$ cat config.mk
export PLATFORM = sky130hd
export DESIGN_NAME = fft_8p_unload_flat
export DESIGN_NICKNAME = d
export VERILOG_FILES = /design/src/rtl/fft_8p_unload_if.sv /design/src/rtl/fft_8p_unload.sv /design/src/flat_wrapper.sv
export SDC_FILE = /design/constraint.sdc
export NUM_CORES = 1
export LEC_CHECK = 0
export ABC_AREA = 1
export BUFFER_PORTS_ARGS = -buffer_cell sky130_fd_sc_hd__buf_2
export CAP_MARGIN = 25
export CORE_ASPECT_RATIO = 1.4
export CORE_UTILIZATION = 45
export DETAILED_ROUTE_END_ITERATION = 7
export SYNTH_ARGS = -nofsm -noshare
export SYNTH_HDL_FRONTEND = slang
export SYNTH_SLANG_ARGS = --single-unit
$ cat constraint.sdc
create_clock -name clk -period 11.1 [get_ports clk]
set_input_delay 0.555 -clock clk [delete_from_list [all_inputs] [get_ports clk]]
set_output_delay 0.555 -clock clk [all_outputs]
set_load 0.02 [all_outputs]
$ cat src/rtl/fft_8p_unload_if.sv
// rtl/fft_8p_unload_if.sv - handshake/data bundle for the 8-point FFT unload buffer
// Purpose: groups the input-sample side, the output-bin side and the overflow flag.
// Signals:
//   in_en, in_r, in_i   : sample strobe and signed real/imag parts from the FFT
//   in_ready            : write bank can take a sample
//   out_valid/out_ready : output handshake
//   out_r, out_i        : signed real/imag parts of the outgoing bin
//   out_idx, out_last   : natural-order bin index, high with index 7
//   overflow            : sticky, set on any dropped input sample
// Modports: slave = unload buffer, master = FFT source / downstream sink.
interface fft_8p_unload_if;
  logic               in_en;
  logic signed [15:0] in_r;
  logic signed [15:0] in_i;
  logic               in_ready;
  logic               out_valid;
  logic               out_ready;
  logic signed [15:0] out_r;
  logic signed [15:0] out_i;
  logic [2:0]         out_idx;
  logic               out_last;
  logic               overflow;

  modport slave (
    input  in_en, in_r, in_i, out_ready,
    output in_ready, out_valid, out_r, out_i, out_idx, out_last, overflow
  );

  modport master (
    output in_en, in_r, in_i, out_ready,
    input  in_ready, out_valid, out_r, out_i, out_idx, out_last, overflow
  );
endinterface

$ cat src/rtl/fft_8p_unload.sv
// rtl/fft_8p_unload.sv - ping-pong buffer reordering bit-reversed FFT bins to natural order
// Purpose: frames of 8 bins arrive in bit-reversed order and leave in natural order.
//   Each arrival k is written to address bitrev3(k) of the write bank; the read side
//   walks its bank linearly. Two banks let one frame drain while the next fills.
// Ports:
//   clk   : clock, rising edge
//   rst_n : asynchronous active-low reset
//   bus   : fft_8p_unload_if.slave (sample input, bin output, overflow flag)
module fft_8p_unload (
  input  logic            clk,
  input  logic            rst_n,
  fft_8p_unload_if.slave  bus
);

  // Bank storage: {real, imag} per entry, intentionally not reset.
  logic [31:0] r_mem [2][8];

  logic       r_wbank;
  logic       r_rbank;
  logic [2:0] r_wcnt;
  logic [2:0] r_rcnt;
  logic [1:0] r_full;
  logic       r_overflow;

  logic        w_in_ready;
  logic        w_accept;
  logic        w_drop;
  logic        w_out_valid;
  logic        w_rd_hs;
  logic [2:0]  w_waddr;
  logic [31:0] w_rdata;

  assign w_in_ready  = !r_full[r_wbank];
  assign w_accept    = bus.in_en && w_in_ready;
  assign w_drop      = bus.in_en && !w_in_ready;
  assign w_out_valid = r_full[r_rbank];
  assign w_rd_hs     = w_out_valid && bus.out_ready;

  // Arrival k holds bin bitrev3(k); storing it there makes the read side linear.
  assign w_waddr = {r_wcnt[0], r_wcnt[1], r_wcnt[2]};
  assign w_rdata = r_mem[r_rbank][r_rcnt];

  always_ff @(posedge clk) begin
    if (w_accept) begin
      r_mem[r_wbank][w_waddr] <= {bus.in_r, bus.in_i};
    end
  end

  // A write can only target a non-full bank and a release only a full one,
  // so a frame completion and a release on the same edge never hit the same flag.
  always_ff @(posedge clk or negedge rst_n) begin
    if (!rst_n) begin
      r_wbank    <= 1'b0;
      r_rbank    <= 1'b0;
      r_wcnt     <= 3'd0;
      r_rcnt     <= 3'd0;
      r_full     <= 2'b00;
      r_overflow <= 1'b0;
    end else begin
      if (w_accept) begin
        r_wcnt <= r_wcnt + 3'd1;
        if (r_wcnt == 3'd7) begin
          r_full[r_wbank] <= 1'b1;
          r_wbank         <= ~r_wbank;
        end
      end
      if (w_rd_hs) begin
        r_rcnt <= r_rcnt + 3'd1;
        if (r_rcnt == 3'd7) begin
          r_full[r_rbank] <= 1'b0;
          r_rbank         <= ~r_rbank;
        end
      end
      if (w_drop) begin
        r_overflow <= 1'b1;
      end
    end
  end

  // Outputs are forced to zero whenever nothing valid is presented.
  assign bus.in_ready  = w_in_ready;
  assign bus.out_valid = w_out_valid;
  assign bus.out_r     = w_out_valid ? w_rdata[31:16] : 16'sd0;
  assign bus.out_i     = w_out_valid ? w_rdata[15:0]  : 16'sd0;
  assign bus.out_idx   = w_out_valid ? r_rcnt : 3'd0;
  assign bus.out_last  = w_out_valid && (r_rcnt == 3'd7);
  assign bus.overflow  = r_overflow;

endmodule

$ cat src/flat_wrapper.sv
// flat-port wrapper written by rule: the top's interface ports become plain ports
module fft_8p_unload_flat 
  (clk, rst_n, bus_in_en, bus_in_r, bus_in_i, bus_out_ready, bus_in_ready, bus_out_valid, bus_out_r, bus_out_i, bus_out_idx, bus_out_last, bus_overflow);
  fft_8p_unload_if bus_i ();
  input  logic clk;
  input  logic rst_n;
  input wire logic [$bits(bus_i.in_en)-1:0] bus_in_en;
  input wire logic [$bits(bus_i.in_r)-1:0] bus_in_r;
  input wire logic [$bits(bus_i.in_i)-1:0] bus_in_i;
  input wire logic [$bits(bus_i.out_ready)-1:0] bus_out_ready;
  output wire logic [$bits(bus_i.in_ready)-1:0] bus_in_ready;
  output wire logic [$bits(bus_i.out_valid)-1:0] bus_out_valid;
  output wire logic [$bits(bus_i.out_r)-1:0] bus_out_r;
  output wire logic [$bits(bus_i.out_i)-1:0] bus_out_i;
  output wire logic [$bits(bus_i.out_idx)-1:0] bus_out_idx;
  output wire logic [$bits(bus_i.out_last)-1:0] bus_out_last;
  output wire logic [$bits(bus_i.overflow)-1:0] bus_overflow;
  assign bus_i.in_en = bus_in_en;
  assign bus_i.in_r = bus_in_r;
  assign bus_i.in_i = bus_in_i;
  assign bus_i.out_ready = bus_out_ready;
  assign bus_in_ready = bus_i.in_ready;
  assign bus_out_valid = bus_i.out_valid;
  assign bus_out_r = bus_i.out_r;
  assign bus_out_i = bus_i.out_i;
  assign bus_out_idx = bus_i.out_idx;
  assign bus_out_last = bus_i.out_last;
  assign bus_overflow = bus_i.overflow;
  fft_8p_unload u_core (.clk(clk), .rst_n(rst_n), .bus(bus_i));
endmodule
==> flow_metrics.tcl <==
set metrics [dict create \
    cp.required_ns 10.55 \
    antenna_found_initial 3 \
    start_kind "flip-flop" \
    post_cts_resize_count 0 \
    cts.clk_slew.worst_paths_ns 0.07 \
    die_h_um 266 \
    ys_ff_latch 523 \
    synth_top_family_by_area "simple AND/OR/NAND/NOR gates" \
    fin_setup_tns_ns 0 \
    dpl.hpwl_um 26000 \
    outcome "complete, no violations" \
    final_cell_mix "nand2_1 (777), edfxtp_1 (512), nand3_1 (328)" \
    worstPathMaxFanout 79 \
    dieWidth_um 190 \
    grt_pass1_wl_um 81400 \
    hold_viol 0 \
    crit_path_end_kind "primary output" \
    setup-violations-final 0 \
    drc 0 \
    vias_per_cell 5.14 \
    slew_headroom_pct 24.4 \
    routedWlPerCell_um 19.0 \
    postCtsSetupBuffers 0 \
    cts_tree "done" \
    fin_util_pct 50.6 \
    die-area_mm2 0.0506 \
    period_needed_ns 4.47 \
    cts.sinks 523 \
    drt_wl_total_um 53200 \
    yosysSeqAreaShare_pct 70.0 \
    synthMuxAreaShare_pct 0 \
    worstMarginPinSlew_ns 1.13 \
    slowest_stage "buf_4" \
    syn_area_mm2 0.0223 \
    dr.first_iter.drc_count 1104 \
    worstPathCellList "inv_4 > buf_4 > nand3_1 > nand3_1 > nand3_1 > a21oi_1 > buf_2" \
    path_common_cell "nand3_1" \
    final_common_cell "nand2_1" \
    cts_buffers 48 \
    synthSimpleGateAreaFrac_pct 20.8 \
    placementRows 96 \
    slew_violations 0 \
    track_usage_pct 21.5 \
    synthAdderAreaFrac_pct 0.448 \
    io_pins 75 \
    drt-pass1-iter-count 5 \
    worst_skew_pair.late_latency_ns 0.57 \
    max_freq_ghz 0.224 \
    hold_path_class "primary input to flip-flop" \
    clock-root-buffer "clkbuf_16" \
    antenna_cells 0 \
    startpoint "u_core.r_rcnt[0]" \
    synthXorXnorAreaFrac_pct 0.118 \
    grt_pass1_vias 13900 \
    synth-warning-count 0 \
    leakage_nw 10.2 \
    timing.final.crit_share_pct 40.3 \
    vias 14400 \
    layout.nets 2175 \
    grt_max_degree 153 \
    ir_drop_v 0.000174 \
    ys_types 23 \
    rsz0062_at_grt "no" \
    cts_max_level 2 \
    portBuffers 74 \
    ant_nets 0 \
    critical_path_class "flip-flop to primary output" \
    arrival_ns 3.92 \
    crit_family "buffers and inverters" \
    clk_path_buf_depth 3 \
    holdCritStartpoint "bus_in_en" \
    cpPeakStageDelay_ns 0.93 \
    routabilityCongestion 0.747 \
    drv_cap 0 \
    synthesis.nets 2133 \
    rr_startpoint "u_core.r_wbank" \
    finClkSkew_ns 0.0198 \
    initial_core_util_pct 45.6 \
    core_area_mm2 0.0490 \
    drive_gt1_share_pct 8.81 \
    syn_avg_cell_area_um2 10.7 \
    synth_compound_area_share_pct 0.930 \
    syn_inst 2089 \
    syn_to_final_growth_pct 11.0 \
    powerDensity_mw_per_mm2 250 \
    overflow 0 \
    cp_num_buf_inv 3 \
]
## where the power goes
part           total (mW)  switching, mW  internal (mW)
sequential           2.47          0.133           2.34
clock                1.63          0.699          0.927
combinational        2.10           1.51          0.587
## final cells by class
type / instances / area, um2
clock buffers: 63 / 1280
clock inverters: 25 / 248
fillers: 4297 / 24200
inverters: 274 / 1040
multi-input cells: 1180 / 5110
flip-flops and latches: 523 / 15700
well taps: 637 / 797
repair buffers: 104 / 658
## registers in the layout (all words and copies together) (netlist names)
signal               flops
u_core.r_rbank           1
u_core.r_wcnt            3
u_core.r_wbank           1
u_core.r_full            2
u_core.r_mem           512
u_core.bus.overflow      1
u_core.r_rcnt            3
## what timing repair did
item,4_1_cts,5_1_grt
endpoints found under the setup margin,0,0
endpoints found under the hold margin,11,0
hold buffers,1,0
## logic make-up (layout without fill, tap and decap cells)
group	Yosys count	count (layout)
AOI/OAI and AO/OA	41	41
xor gates and xnor gates	3	3
adders and majority gates	8	8
buffers and inverters	386	466
DFF	523	523
and+or+nand+nor	1128	1128
## per-layer routing
layer / vias up / part of all wire, % / routed length (um) / global-route usage [%]
li1: 6915 / - / - / -
met5: - / 0.079 / 42 / 0
met1: 6987 / 42 / 22400 / 28.0
met4: 6 / 2.3 / 1220 / 6.62
met2: 425 / 50 / 26800 / 36.9
met3: 90 / 5.4 / 2880 / 2.84
## worst paths after layout
| kind | cells past startpoint | slack (ns) | end |
|---|---|---|---|
| max | 7 | 6.63 | bus_out_r[7] |
| min | 3 | 0.25 | u_core.bus.overflow |
| max reg2reg | 5 | 7.51 | u_core.r_mem[0][203] |
| min reg2reg | 1 | 0.48 | u_core.bus.overflow |
| max in group asynchronous | 2 | 10.43 | u_core.r_rcnt[0] |
| min in group asynchronous | 2 | 0.40 | u_core.r_wcnt[1] |
## worst min-delay path, delay by kind of cell
family	cells	cell delay [ns]
AOI/OAI and AO/OA	1	0.07
buffers and inverters	2	0.16
## synthesized netlist by cell type
library cell    n  area, um2
a21oi_1        32        160
buf_1          14       52.6
buf_2          53        265
buf_4           9       67.6
buf_6          19        214
buf_8           1       15.0
clkbuf_1       16       60.1
clkinv_1        2       7.51
dfrtp_1        11        275
edfxtp_1      512      15400
ha_1            8        100
inv_1         271       1020
inv_4           1       6.26
nand2_1       777       2920
nand3_1       328       1640
nor2_1         19       71.3
nor2_2          1       6.26
nor3_1          2       10.0
o21ai_0         7       35.0
o21ai_1         1       5.00
o21bai_1        1       7.51
or2_1           1       6.26
xor2_1          3       26.3
## stage by stage
step	cells	power (mW)	worst slack [ns]	area [um2]	hold WS, ns
after floorplan	2089	4.00	7.39	22300	0.259
final	2806	6.19	6.63	24800	0.246
after CTS	2805	6.23	6.55	24800	0.218
after detailed placement	2716	4.61	7.17	23200	0.459
after global routing	2806	6.55	6.35	24800	0.250
after global placement	2714	4.57	6.92	23200	0.456
No activity file was read; power rests on OpenSTA's default activity.
